===== src/rtl/fetch_pc_unit.sv =====
// Fetch-stage program counter: sequential fetch, immediate or stall-deferred branch redirect, BL link write.
// Optional taken-redirect counter enabled by defining TAKEN_BRANCH_CNT_EN.
module fetch_pc_unit #(
  parameter int unsigned ADDR_W   = 32,
  parameter logic [ADDR_W-1:0] RESET_PC = 32'h0000_0000,
  parameter int unsigned PC_INC   = 4
) (
  input  logic              clk,
  input  logic              reset,
  input  logic              stall_if,
  input  logic              t_address,
  input  logic              bl_reg,
  input  logic [ADDR_W-1:0] target_addr,
  input  logic [ADDR_W-1:0] branch_pc,
  output logic [ADDR_W-1:0] pc,
  output logic              flush_ifid,
  output logic              lr_we,
  output logic [ADDR_W-1:0] lr_data,
`ifdef TAKEN_BRANCH_CNT_EN
  output logic [15:0]       taken_cnt,
`endif
  output logic              redirect_pending
);

  typedef enum logic {RUN, HOLD} state_e;

  state_e            state_q, state_d;
  logic [ADDR_W-1:0] pc_q, pc_d;
  logic              flush_q, flush_d;
  logic              lr_we_q, lr_we_d;
  logic [ADDR_W-1:0] lr_data_q, lr_data_d;
  logic              pend_q, pend_d;
  logic [ADDR_W-1:0] hold_target_q, hold_target_d;
  logic              hold_bl_q, hold_bl_d;
  logic [ADDR_W-1:0] hold_link_q, hold_link_d;
  logic              redirect_c;

  logic [ADDR_W-1:0] inc_c;
  logic [ADDR_W-1:0] target_c;
  logic [ADDR_W-1:0] link_c;

  assign inc_c    = ADDR_W'(PC_INC);
  // Instructions are word aligned, so the low target bits are dropped.
  assign target_c = {target_addr[ADDR_W-1:2], 2'b00};
  assign link_c   = branch_pc + inc_c;

  always_comb begin
    state_d       = state_q;
    pc_d          = pc_q;
    flush_d       = 1'b0;
    lr_we_d       = 1'b0;
    lr_data_d     = lr_data_q;
    pend_d        = pend_q;
    hold_target_d = hold_target_q;
    hold_bl_d     = hold_bl_q;
    hold_link_d   = hold_link_q;
    redirect_c    = 1'b0;
    case (state_q)
      RUN: begin
        if (!stall_if) begin
          if (t_address) begin
            pc_d       = target_c;
            flush_d    = 1'b1;
            redirect_c = 1'b1;
            if (bl_reg) begin
              lr_we_d   = 1'b1;
              lr_data_d = link_c;
            end
          end else begin
            pc_d = pc_q + inc_c;
          end
        end else if (t_address) begin
          hold_target_d = target_c;
          hold_bl_d     = bl_reg;
          hold_link_d   = link_c;
          state_d       = HOLD;
          pend_d        = 1'b1;
        end
      end
      HOLD: begin
        // While stalled the same branch is re-presented, so inputs are ignored until release.
        if (!stall_if) begin
          pc_d       = hold_target_q;
          flush_d    = 1'b1;
          lr_we_d    = hold_bl_q;
          redirect_c = 1'b1;
          if (hold_bl_q) begin
            lr_data_d = hold_link_q;
          end
          state_d = RUN;
          pend_d  = 1'b0;
        end
      end
      default: state_d = RUN;
    endcase
  end

  always_ff @(posedge clk or posedge reset) begin
    if (reset) begin
      state_q       <= RUN;
      pc_q          <= RESET_PC;
      flush_q       <= 1'b0;
      lr_we_q       <= 1'b0;
      lr_data_q     <= '0;
      pend_q        <= 1'b0;
      hold_target_q <= '0;
      hold_bl_q     <= 1'b0;
      hold_link_q   <= '0;
    end else begin
      state_q       <= state_d;
      pc_q          <= pc_d;
      flush_q       <= flush_d;
      lr_we_q       <= lr_we_d;
      lr_data_q     <= lr_data_d;
      pend_q        <= pend_d;
      hold_target_q <= hold_target_d;
      hold_bl_q     <= hold_bl_d;
      hold_link_q   <= hold_link_d;
    end
  end

`ifdef TAKEN_BRANCH_CNT_EN
  logic [15:0] cnt_q, cnt_d;

  always_comb begin
    cnt_d = cnt_q;
    if (redirect_c && (cnt_q != 16'hFFFF)) begin
      cnt_d = cnt_q + 16'd1;
    end
  end

  always_ff @(posedge clk or posedge reset) begin
    if (reset) begin
      cnt_q <= '0;
    end else begin
      cnt_q <= cnt_d;
    end
  end

  assign taken_cnt = cnt_q;
`else
  logic unused_redirect;
  assign unused_redirect = redirect_c;
`endif

  assign pc               = pc_q;
  assign flush_ifid       = flush_q;
  assign lr_we            = lr_we_q;
  assign lr_data          = lr_data_q;
  assign redirect_pending = pend_q;

endmodule


===== config.mk =====
export PLATFORM = sky130hd
export DESIGN_NAME = fetch_pc_unit
export DESIGN_NICKNAME = d
export VERILOG_FILES = /design/src/rtl/fetch_pc_unit.sv
export SDC_FILE = /design/constraint.sdc
export NUM_CORES = 1
export LEC_CHECK = 0
export CAP_MARGIN = 20
export CORE_ASPECT_RATIO = 0.75
export CORE_MARGIN = 4
export CORE_UTILIZATION = 40
export CTS_BUF_LIST = sky130_fd_sc_hd__clkbuf_8
export DETAILED_ROUTE_END_ITERATION = 6
export PLACE_DENSITY = 0.79
export SKIP_CTS_REPAIR_TIMING = 1
export SLEW_MARGIN = 30
export SYNTH_ARGS = -nofsm -noshare
export SYNTH_HDL_FRONTEND = slang
export SYNTH_SLANG_ARGS = --single-unit

===== constraint.sdc =====
create_clock -name clk -period 3.8 [get_ports clk]
set_clock_uncertainty 0.1 [all_clocks]
set_input_delay 0.38 -clock clk [delete_from_list [all_inputs] [get_ports clk]]
set_output_delay 0.38 -clock clk [all_outputs]
set_load 0.03 [all_outputs]

==> results of run 1 <==
## layout by cell type, fill, tap and decap left out, types with 7 or more instances in the layout
cell type / instances
clkdlybuf4s50_1: 130
dfrtp_1: 128
nand2_1: 99
o21ai_0: 94
mux2_2: 44
a21oi_1: 42
nor2_1: 37
nand3_1: 29
nand4_1: 24
and3_1: 23
xor2_1: 22
clkbuf_8: 18
inv_1: 17
buf_4: 13
a31oi_1: 12
o211ai_1: 11
o22ai_1: 10
xnor2_1: 9
o31a_1: 9
nor3_1: 8
mux2i_1: 7
## per-layer routing
metal / track usage, % / up-vias / part of all wire (%)
met4: 4.030 / 0 / 0.52
met2: 27.69 / 177 / 44
li1: - / 2805 / -
met1: 28.25 / 2785 / 49
met3: 5.516 / 10 / 6.8
met5: 0 / - / 0
## where the power goes
part / total [mW] / internal (mW) / switching, mW
clock: 1.36 / 0.797 / 0.566
sequential: 1.86 / 1.65 / 0.207
combinational: 1.32 / 0.577 / 0.738
## cells by family after synthesis
family / Yosys count / share of synthesized area, %
adders and majority gates: 2 / 0.3745
AOI/OAI and AO/OA: 193 / 16.65
and+or+nand+nor: 243 / 18.11
DFF: 129 / 48.32
xor gates and xnor gates: 31 / 4.064
muxes: 51 / 8.466
buffers and inverters: 67 / 3.952
other: 1 / 0.05614
## worst paths after layout
path                                   startpoint                            to  slack, ps  cells after the start
setup / recovery                state_q$_DFF_PP0_             pc[5]$_DFFE_PP0P_       1280                      6
hold / removal                              reset          flush_ifid$_DFF_PP0_        360                      2
setup reg to reg                state_q$_DFF_PP0_             pc[5]$_DFFE_PP0P_       1280                      6
hold reg to reg            lr_data[5]$_DFFE_PP0P_        lr_data[5]$_DFFE_PP0P_        380                      2
max in group asynchronous                   reset  hold_target_q[8]$_DFFE_PP0P_       2470                      3
min in group clk           lr_data[5]$_DFFE_PP0P_        lr_data[5]$_DFFE_PP0P_        380                      2
## flip-flops by register name, summed over array words and instances, names as in the netlist
signal	flops
redirect_pending	1
hold_link_q	32
lr_we	1
pc	30
hold_bl_q	1
hold_target_q	30
state_q	1
lr_data	32
flush_ifid	1
## metrics by stage
stage	util, %	setup slack [ps]
4_1_cts	53.49	1262
3_3_place_gp	50.66	1060
6_report	53.49	1280
3_5_place_dp	50.66	1059
5_1_grt	53.49	991.3
2_1_floorplan	-	1725
## final cells by class
type	count	area [sq um]	share of cell area, %
clock buffer	18	247.7	2.856
sequential	129	3229	37.23
inverter	19	75.07	0.8656
tap	210	262.8	3.029
clock inverter	13	210.2	2.424
timing repair buffer	146	1444	16.65
multi-input combinational	522	3204	36.94
## worst register-to-register path, cell delays in order (launching register included)
cell and delay [ps]:
dfrtp_2 360, clkinv_1 470, nand2_1 880, buf_4 270, a31oi_1 40, o21ai_0 160, o21ai_0 100
==> metrics.txt, run 1 <==
status=completed; via count=5777; Buf+Inv Stages, Crit Path=2; cell count after synthesis=717; initial antenna violation count=0; Cell Area, Synth=0.006680 sq mm; setup violators final=0; number of port buffers=131; max-slew violations=0; Final Cycle Share=66.32%; Fill cells=1445; leak pwr=3.574 nW; share of cells above drive strength 1=11.92%; Final Power=4.539 mW; H-tree depth=4; Layout area overhead=29.84%; DRT antenna net count=0; clk sink count=129; Synth Register Bits=129; Total GRT Usage=19.05%; worst skew pair latency=430 ps; site row count=40; Yosys warning count=0; worst-path maximum fanout=24; Critical-path top delay cell=nand2_1; post-synth top area cell=dfrtp_1; Slew @ Worst Pin=926.0 ps; GRT overflow=0; Max Fclk=0.3968 GHz; largest net degree at the start of global routing=85; first-pass GRT wire length=28850 microns; Cells after DPL=1026; CTS tree=done; WHS=360.9 ps; Worst setup SP type=flop; vias in the first global route=5470; Worst Setup End Kind=flop; RSZ-0062 raised after global routing=false; count leader, synth=dfrtp_1; Slew headroom=37.80%; ys async rst share=100.0%; Critical Path AT=2710 ps; Most used DFF post-synth=dfrtp_1; Initial Util=41.20%; DRC=0; count of max-cap constraint violations=0; worst IR drop on VDD=0.2674 mV; Final Wtd Congestion=0.8453; Vias/cell=5.465; share of Yosys cell area claimed by the top area cell type=48.32%; Design Area, Final=0.008673 sq mm; Post-DP Area=0.008215 sq mm; Synth area leaders=dfrtp_1, mux2_2, o21ai_0; Clock transition at path regs=80 ps; crit-path most repeated cell=o21ai_0; Pre-Repair DR Iteration Count=5; DRT iter0 DRCs=492; HP Class=in -> async; CTS Buf Count=17; power per cell area=523.4 mW/mm^2; Netlist cell types=48; register area share after synthesis=48.32%; DP HPWL=11950 microns; post-layout min period=2520 ps; CTS Buffer Depth=2; CP cell instances=clkinv_1, nand2_1, buf_4, a31oi_1, o21ai_0, o21ai_0; wire per inst=16.89 microns; DRT Wirelength=17860 microns; Top Ports=136; CTS Root Cell=clkbuf_8; mean area per synthesized cell=9.317 sq um; full die area=0.01885 sq mm; Die W=157.2 microns; Top Family by Delay on Critical Path=simple AND/OR/NAND/NOR gates; Fin. Hold Viols=0; Synth top cells by count=dfrtp_1, nand2_1, o21ai_0; Die Height=119.9 microns; core footprint=0.01622 sq mm; crit path kind=reg -> reg; setup tns final=0 ps; final net count=906; Critical Path RT=3990 ps; number of synthesized flops with an enable pin=0; slowest stage delay, CP=880 ps; Final Non-Filler Cells=1057; diodes inserted=0
Note: power is estimated with default switching activity, not from simulation.
==> inputs of run 2 (changes only) <==
--- a/config.mk
+++ b/config.mk
@@ -11,7 +11,7 @@
 export CORE_UTILIZATION = 40
 export CTS_BUF_LIST = sky130_fd_sc_hd__clkbuf_8
 export DETAILED_ROUTE_END_ITERATION = 6
-export PLACE_DENSITY = 0.79
+export PLACE_DENSITY = 0.77
 export SKIP_CTS_REPAIR_TIMING = 1
 export SLEW_MARGIN = 30
 export SYNTH_ARGS = -nofsm -noshare
==> constraint.sdc (replaced) <==
create_clock -name clk -period 2.45 [get_ports clk]
set_clock_uncertainty 0.1 [all_clocks]
set_input_delay 0.245 -clock clk [delete_from_list [all_inputs] [get_ports clk]]
set_output_delay 0.245 -clock clk [all_outputs]
set_load 0.03 [all_outputs]
==> run 2 against run 1 <==
Net effect: total power rose by 51%; critical endpoint is now pc[10]$_DFFE_PP0P_; largest cell class unchanged; highest routed layer is now met5; count of clock-buffer cells in the layout up 4; final cell count increased by 1.6%; design area is 1.1% higher; global-route usage up 0.83 points.
==> metrics.txt, run 2 (synthesis results as in run 1) <==
status=completed; Critical Path RT=2680 ps (-1310 ps); fin worst setup slack=404.9 ps (-874.9 ps); core footprint=0.01622 sq mm (unchanged); DRT antenna net count=0 (unchanged); CTS Buffer Depth=2 (unchanged); final net count=922 (+1.8%); Slew @ Worst Pin=672.2 ps (-253.8 ps); max-slew violations=0 (unchanged); RSZ-0062 raised after global routing=false; count of max-cap constraint violations=0 (unchanged); setup violators final=0 (unchanged); leak pwr=3.651 nW (+2.2%); CTS tree=done; routed wl met3=1432 microns (+19%); wire length on met1=8491 microns (-2.4%); Psw=2.339 mW (+55%); power per cell area=780.7 mW/mm^2 (+49%); DRT Wirelength=18080 microns (+1.3%); full die area=0.01885 sq mm (unchanged); site row count=40 (unchanged); DRT iter0 DRCs=411 (-16%); clk sink count=129 (unchanged); vias in the first global route=5657 (+3.4%); setup tns final=0 ps (unchanged); Worst R2R End=pc[10]$_DFFE_PP0P_; worst IR drop on VDD=0.3517 mV (+32%); Final Cycle Share=83.47% (+17 points); worst-path maximum fanout=28 (+17%); Final Power=6.849 mW (+51%); first-pass GRT wire length=29970 microns (+3.9%); Worst R2R Setup Slack=400 ps (-870 ps); GRT overflow=0 (unchanged); DP HPWL=12520 microns (+4.8%); HP Class=in -> async; Top Ports=136 (unchanged); number of port buffers=131 (unchanged); most common cell after layout, fill and taps aside=clkdlybuf4s50_1; Fin. Hold Viols=0 (unchanged); Sequential Power Share=42.3% (+1.3 points); Final Wtd Congestion=0.8591 (+1.6%); Die Height=119.9 microns (unchanged); Initial Util=41.20% (unchanged); diodes inserted=0 (unchanged); Total GRT Usage=19.88% (+0.83 points); Internal Power=4.509 mW (+49%); Vias/cell=5.500 (+0.63%); worst skew pair latency=450 ps (+20 ps); combinational share of power=30.0% (+1.0 points); top routing layer used=met5; CTS Root Cell=clkbuf_8; Net Sw Frac=34.16% (+0.88 points); initial antenna violation count=1 (+1); Slew headroom=55.18% (+17 points); H-tree depth=4 (unchanged); Die W=157.2 microns (unchanged); via count=5907 (+2.3%); Reg2Reg Depth=7 (+1); largest net degree at the start of global routing=78 (-8.2%); share of cells above drive strength 1=13.43% (+1.5 points); most frequent cells in the layout=clkdlybuf4s50_1, dfrtp_1, nand2_1; Worst setup SP type=flop; clock power share=27.7% (-2.3 points); wire per inst=16.83 microns (-0.35%); Max Fclk=0.4890 GHz (+23%); Fill cells=1488 (+3.0%); CTS Buf Count=17 (unchanged); DRC=0 (unchanged); post-layout min period=2045 ps (-475.1 ps); Clock transition at path regs=80 ps (about the same); met2 wire length=7946 microns (+1.2%); Reg-to-Reg Start=state_q$_DFF_PP0_; crit path kind=reg -> reg; Worst Setup End Kind=flop; Pre-Repair DR Iteration Count=5 (unchanged); Setup WS pre-CTS=26.86 ps (-1032 ps); Layout area overhead=31.32%; Critical Path AT=2270 ps (-440 ps)
-- run 2: cell type report --
type | instances | area, sq um | area share (%)
multi-input combinational | 522 | 3204 | 36.53
inverter | 19 | 75.07 | 0.8558
tap | 210 | 262.8 | 2.995
clock inverter | 10 | 108.9 | 1.241
sequential | 129 | 3229 | 36.81
timing repair buffer | 162 | 1589 | 18.11
clock buffer | 22 | 302.8 | 3.452
-- run 2: per-stage QoR --
stage / hold WS [ps] / cells / util, % / cell area (sq um)
6_report: 153.5 / 1074 / 54.10 / 8772
2_1_floorplan: 256.8 / 718 / - / 6688
3_3_place_gp: 354.8 / 1042 / 51.56 / 8361
5_1_grt: 190.4 / 1074 / 54.10 / 8772
3_5_place_dp: 366.2 / 1042 / 51.56 / 8361
4_1_cts: 171.9 / 1074 / 54.10 / 8772
-- run 2: critical path, cell delays in order, from the launching register on --
cell and delay, ps:
dfrtp_2 600, clkinv_1 250, buf_4 230, nand2_1 110, buf_12 190, nor2_1 60
a221oi_1 260, o21ai_0 100
-- run 2: how the worst max path moves through the flow --
stage | startpoint | endpoint | slack (ps) | depth (start not counted)
after global placement | branch_pc[2] | lr_data[20]$_DFFE_PP0P_ | 60 | 8
after global routing | pc[2]$_DFFE_PP0P_ | pc[12]$_DFFE_PP0P_ | 160 | 6
after CTS | state_q$_DFF_PP0_ | pc[10]$_DFFE_PP0P_ | 390 | 7
final | state_q$_DFF_PP0_ | pc[10]$_DFFE_PP0P_ | 400 | 7
after floorplan | pc[8]$_DFFE_PP0P_ | pc[18]$_DFFE_PP0P_ | 400 | 5
after detailed placement | branch_pc[3] | lr_data[20]$_DFFE_PP0P_ | 30 | 8
-- run 2: power groups by stage --
stage / combinational [mW] / sequential (mW) / clock (mW)
after global routing: 2.23 / 2.96 / 2.03
final: 2.05 / 2.89 / 1.90
after floorplan: 0.710 / 3.35 / 0
after global placement: 2.03 / 2.92 / 0
after detailed placement: 2.07 / 2.93 / 0
after CTS: 2.08 / 2.90 / 1.93
-- run 2: per-layer routing --
| layer | vias up | global-route usage, % |
|---|---|---|
| met2 | 200 | 29.03 |
| met1 | 2850 | 28.72 |
| li1 | 2834 | - |
| met5 | - | 0 |
| met4 | 2 | 5.535 |
| met3 | 21 | 5.840 |
==> RTL edit 1: new RTL, flow settings as in run 1 <==
Add a define of `TAKEN_BRANCH_CNT_EN`.
--- a/src/rtl/fetch_pc_unit.sv
+++ b/src/rtl/fetch_pc_unit.sv
@@ -1,5 +1,7 @@
 // Fetch-stage program counter: sequential fetch, immediate or stall-deferred branch redirect, BL link write.
 // Optional taken-redirect counter enabled by defining TAKEN_BRANCH_CNT_EN.
+`define TAKEN_BRANCH_CNT_EN
+
 module fetch_pc_unit #(
   parameter int unsigned ADDR_W   = 32,
   parameter logic [ADDR_W-1:0] RESET_PC = 32'h0000_0000,
Behaviour (old outputs only; new: taken_cnt): unchanged (equiv_simple and equiv_induct, registers matched by name and starting in step).
==> RTL edit 1 against run 1 <==
Routed wire length is 12% higher; non-clock buffer count is 16 higher; synthesized area is 10% higher; first-iteration DRC count is 29% higher; total power is 7.9% higher; cell area is 10% higher; sequential cell count is 16 higher; setup slack worse by 0.24 ns.
==> RTL edit 1: results <==
{
  "outcome": "finished clean",
  "leakage_nw": 3.95,
  "period_minus_slack_ns": 2.76,
  "yosysSeqAreaShare_pct": 49.2,
  "p_clk_share_pct": 26.1,
  "seq_power_share_pct": 42.9,
  "ant_nets": 0,
  "clockBufferCount": 21,
  "synth.top_cells.by_area": "dfrtp_1 (49%), mux2_2 (6.3%), o21ai_0 (5.2%)",
  "synth_fa_ha_area_share_pct": 0.509,
  "synth_xor_area_share_pct": 4.75,
  "synth_cell_types": 59,
  "muxShareOfSynthArea_pct": 7.48,
  "insertedDiodeCount": 0,
  "via_per_inst": 5.52,
  "nets": 964,
  "critPathMaxStageDelay_ns": 0.71,
  "path_max_fanout": 31,
  "worstMarginPinSlew_ns": 0.873,
  "grt_use_total_pct": 19.4,
  "dp_hpwl_mm": 13.7,
  "slowest_stage": "dfrtp_2",
  "place_area_sq_um": 9130,
  "grt_pass1_wl_mm": 32.3,
  "largestClassByArea": "registers",
  "placed_cells": 1115,
  "fill_cells": 1606,
  "pre_cts_ws_ns": 0.670,
  "peakVddDrop_uv": 463,
  "grt_pass1_vias": 6014,
  "wl_per_cell_microns": 17.5,
  "async_flop_share_pct": 100,
  "worst_skew_pair.late_latency_ns": 0.45,
  "numSequentialCells": 145,
  "synth_commonest_cells": "dfrtp_1 (145), nand2_1 (81), o21ai_0 (76), a21oi_1 (55), mux2_2 (41)",
  "worstPathArrival_ns": 3.02,
  "grt_max_degree": 80,
  "nonClockInverterCount": 13,
  "gp_congestion": 0.834,
  "numPortBuffers": 147,
  "drive_above_1_share_pct": 11.3,
  "syn_inst": 757,
  "synth_compound_area_share_pct": 16.6,
  "dr.first_iter.drc_count": 634,
  "routed_wl_mm": 20.0,
  "sh_seq_area_pct": 38.0,
  "clkTransAtPathRegs_ns": 0.08,
  "non_clock_buffer_count": 162,
  "multi_input_area_share_pct": 37.0,
  "power_density_nw_per_um2": 513,
  "crit_family": "buffers and inverters",
  "cts_max_level": 4,
  "internal_power_w": 0.00318,
  "nMultiInputCombCells": 553,
  "bufAreaShareNonClock_pct": 16.9,
  "finalPower_w": 0.00490,
  "clock_area_share_pct": 4.36
}
[RTL edit 1: metal layers]
layer  track usage, %  vias to the layer above  wire length, microns
met5                0                        -                     0
met4             4.89                        0                   226
met3             4.47                       17                  1540
met2             28.7                      222                  8850
met1             29.0                     3091                  9430
li1                 -                     3007                     -
[RTL edit 1: path summary, 6_finish.rpt]
path | slack (ns) | from | cells past startpoint | endpoint
max in group asynchronous | 2.78 | reset | 3 | state_q$_DFF_PP0_
min | 0.11 | reset | 2 | hold_link_q[1]$_DFFE_PP0P_
max reg2reg | 1.04 | state_q$_DFF_PP0_ | 7 | lr_data[23]$_DFFE_PP0P_
min reg2reg | 0.38 | hold_link_q[19]$_DFFE_PP0P_ | 2 | hold_link_q[19]$_DFFE_PP0P_
min in group clk | 0.38 | hold_link_q[19]$_DFFE_PP0P_ | 2 | hold_link_q[19]$_DFFE_PP0P_
max | 1.04 | state_q$_DFF_PP0_ | 7 | lr_data[23]$_DFFE_PP0P_
==> RTL edit 2: new RTL, config.mk and constraints of run 1 <==
Made on the original files. `lr_data_q` no longer has a reset.
--- a/src/rtl/fetch_pc_unit.sv
+++ b/src/rtl/fetch_pc_unit.sv
@@ -101,7 +101,6 @@
       pc_q          <= RESET_PC;
       flush_q       <= 1'b0;
       lr_we_q       <= 1'b0;
-      lr_data_q     <= '0;
       pend_q        <= 1'b0;
       hold_target_q <= '0;
       hold_bl_q     <= 1'b0;
@@ -111,12 +110,15 @@
       pc_q          <= pc_d;
       flush_q       <= flush_d;
       lr_we_q       <= lr_we_d;
-      lr_data_q     <= lr_data_d;
       pend_q        <= pend_d;
       hold_target_q <= hold_target_d;
       hold_bl_q     <= hold_bl_d;
       hold_link_q   <= hold_link_d;
     end
+  end
+
+  always_ff @(posedge clk) begin
+    lr_data_q <= lr_data_d;
   end
 
 `ifdef TAKEN_BRANCH_CNT_EN
Behaviour: not the same (Yosys sat finds a counterexample within 4 cycles, from zero or initial values and one cycle with reset high).
==> RTL edit 2 against run 1 <==
Cell area fell by 0.58%; combinational power fell by 32%; critical path depth rose by 1; total power fell by 14%; sequential cell count did not move; setup slack got worse by 0.063 ns; synthesized area rose by 0.32%; clock power fell by 12%; register-to-register slack improved by 0.15 ns; count of clock-buffer cells in the layout fell by 1; routed wire length fell by 5.7%; synthesized cell count fell by 11%.
==> RTL edit 2: results <==
{
  "outcome": "finished clean",
  "leakage_nw": 3.42,
  "crit_family": "simple AND/OR/NAND/NOR gates",
  "wl_per_cell_microns": 17.0,
  "grt_use_met2_pct": 25.2,
  "yosysSeqAreaShare_pct": 50.6,
  "async_flop_share_pct": 75.2,
  "grt_max_degree": 58,
  "insertedDiodeCount": 0,
  "antenna_found_initial": 0,
  "peakVddDrop_uv": 203,
  "synth_edf_count": 32,
  "pre_cts_ws_ns": 0.812,
  "synth_cell_types": 54,
  "via_count": 5309,
  "cts_max_path_buffers": 2,
  "cts-root-buf": "clkbuf_8",
  "met3_usage_pct": 6.09,
  "path_max_fanout": 5,
  "gp_congestion": 0.863,
  "worst_skew_pair.late_latency_ns": 0.43,
  "muxShareOfSynthArea_pct": 13.5,
  "synth_compound_area_share_pct": 9.71,
  "dp_hpwl_mm": 11.7,
  "yosys_warnings": 0,
  "nets": 837,
  "dr.first_iter.drc_count": 271,
  "cts_buffers": 17,
  "synth.top_cells.by_area": "dfrtp_1 (36%), edfxtp_1 (14%), mux2_2 (9.6%)",
  "cts_max_level": 4,
  "clkTransAtPathRegs_ns": 0.07,
  "use_met1_pct": 26.2,
  "maxSlewHeadroom_pct": 54.8,
  "first_pass_iters": 5,
  "synth_xor_area_share_pct": 5.62,
  "worstPathArrival_ns": 2.66,
  "critPathMaxStageDelay_ns": 0.63,
  "ant_nets": 0,
  "synth_fa_ha_area_share_pct": 0.373,
  "numPortBuffers": 131,
  "drive_above_1_share_pct": 15.1,
  "grt_use_total_pct": 17.8,
  "fill_cells": 1420,
  "synth_commonest_cells": "dfrtp_1 (97), nand2_1 (83), mux2_2 (57), o21ai_0 (42), nor2_1 (36)",
  "grt_pass1_vias": 4975,
  "holdCritPathClass": "input pin to register",
  "slowest_stage": "nor4_2",
  "grt_pass1_wl_mm": 26.3
}
RTL edit 2: worst paths after layout:
path                                                   from                     endpoint  slack [ns]  cells past startpoint
worst max register to register            pc[2]$_DFFE_PP0P_           pc[14]$_DFFE_PP0P_        1.43                      6
min in group asynchronous                             reset  hold_link_q[10]$_DFFE_PP0P_        0.26                      2
worst min-delay path                               stall_if         flush_ifid$_DFF_PP0_        0.14                      2
worst min register to register  hold_link_q[19]$_DFFE_PP0P_  hold_link_q[19]$_DFFE_PP0P_        0.38                      2
max in group asynchronous                             reset  hold_link_q[28]$_DFFE_PP0P_        2.59                      3
worst max-delay path                           branch_pc[2]        lr_data[28]$_DFFE_PP_        1.22                      7
RTL edit 2: metrics by stage:
step	cells	total power (W)	hold slack, ns	cell area (sq um)	utilization (%)
4_1_cts	989	0.00395	0.119	8620	53.2
3_3_place_gp	957	0.00272	0.361	8220	50.7
6_report	989	0.00391	0.138	8620	53.2
5_1_grt	989	0.00412	0.119	8620	53.2
2_1_floorplan	641	0.00236	0.350	6710	-
3_5_place_dp	957	0.00274	0.370	8220	50.7
RTL edit 2: per-layer routing:
metal | vias to the layer above | wire [microns]
met2 | 195 | 7360
met4 | 0 | 77
li1 | 2553 | -
met5 | - | 0
met3 | 11 | 1440
met1 | 2550 | 7960
RTL edit 2: final cells by class:
| class | instances | area share [%] |
|---|---|---|
| clock buffers | 17 | 2.71 |
| clock inverters | 15 | 1.93 |
| inverters | 28 | 1.25 |
| multi-input cells | 448 | 35.5 |
| flip-flops and latches | 129 | 39.3 |
| well taps | 210 | 3.05 |
| repair buffers | 142 | 16.3 |
RTL edit 2: worst reg2reg max path, cell delays in order (launching register included):
cell,delay (ns)
dfrtp_1,0.47
ha_1,0.24
and4_1,0.49
or3b_4,0.47
nor2_1,0.15
xnor2_1,0.15
o221ai_1,0.14
RTL edit 2: report_power, final:
| group | switching, W | internal [W] | total (W) | leakage [nW] |
|---|---|---|---|---|
| registers | 0.000179 | 0.00164 | 0.00182 | 1.47 |
| clock network | 0.000554 | 0.000642 | 0.00120 | 0.198 |
| logic | 0.000473 | 0.000424 | 0.000897 | 1.75 |
RTL edit 2: logic make-up after synthesis:
group	Yosys count
adder cells (fa/ha/maj)	2
other	1
buffers and inverters	64
XOR/XNOR	43
AND/OR/NAND/NOR	210
multiplexers	83
flip-flops	129
AO/OA/AOI/OAI	108
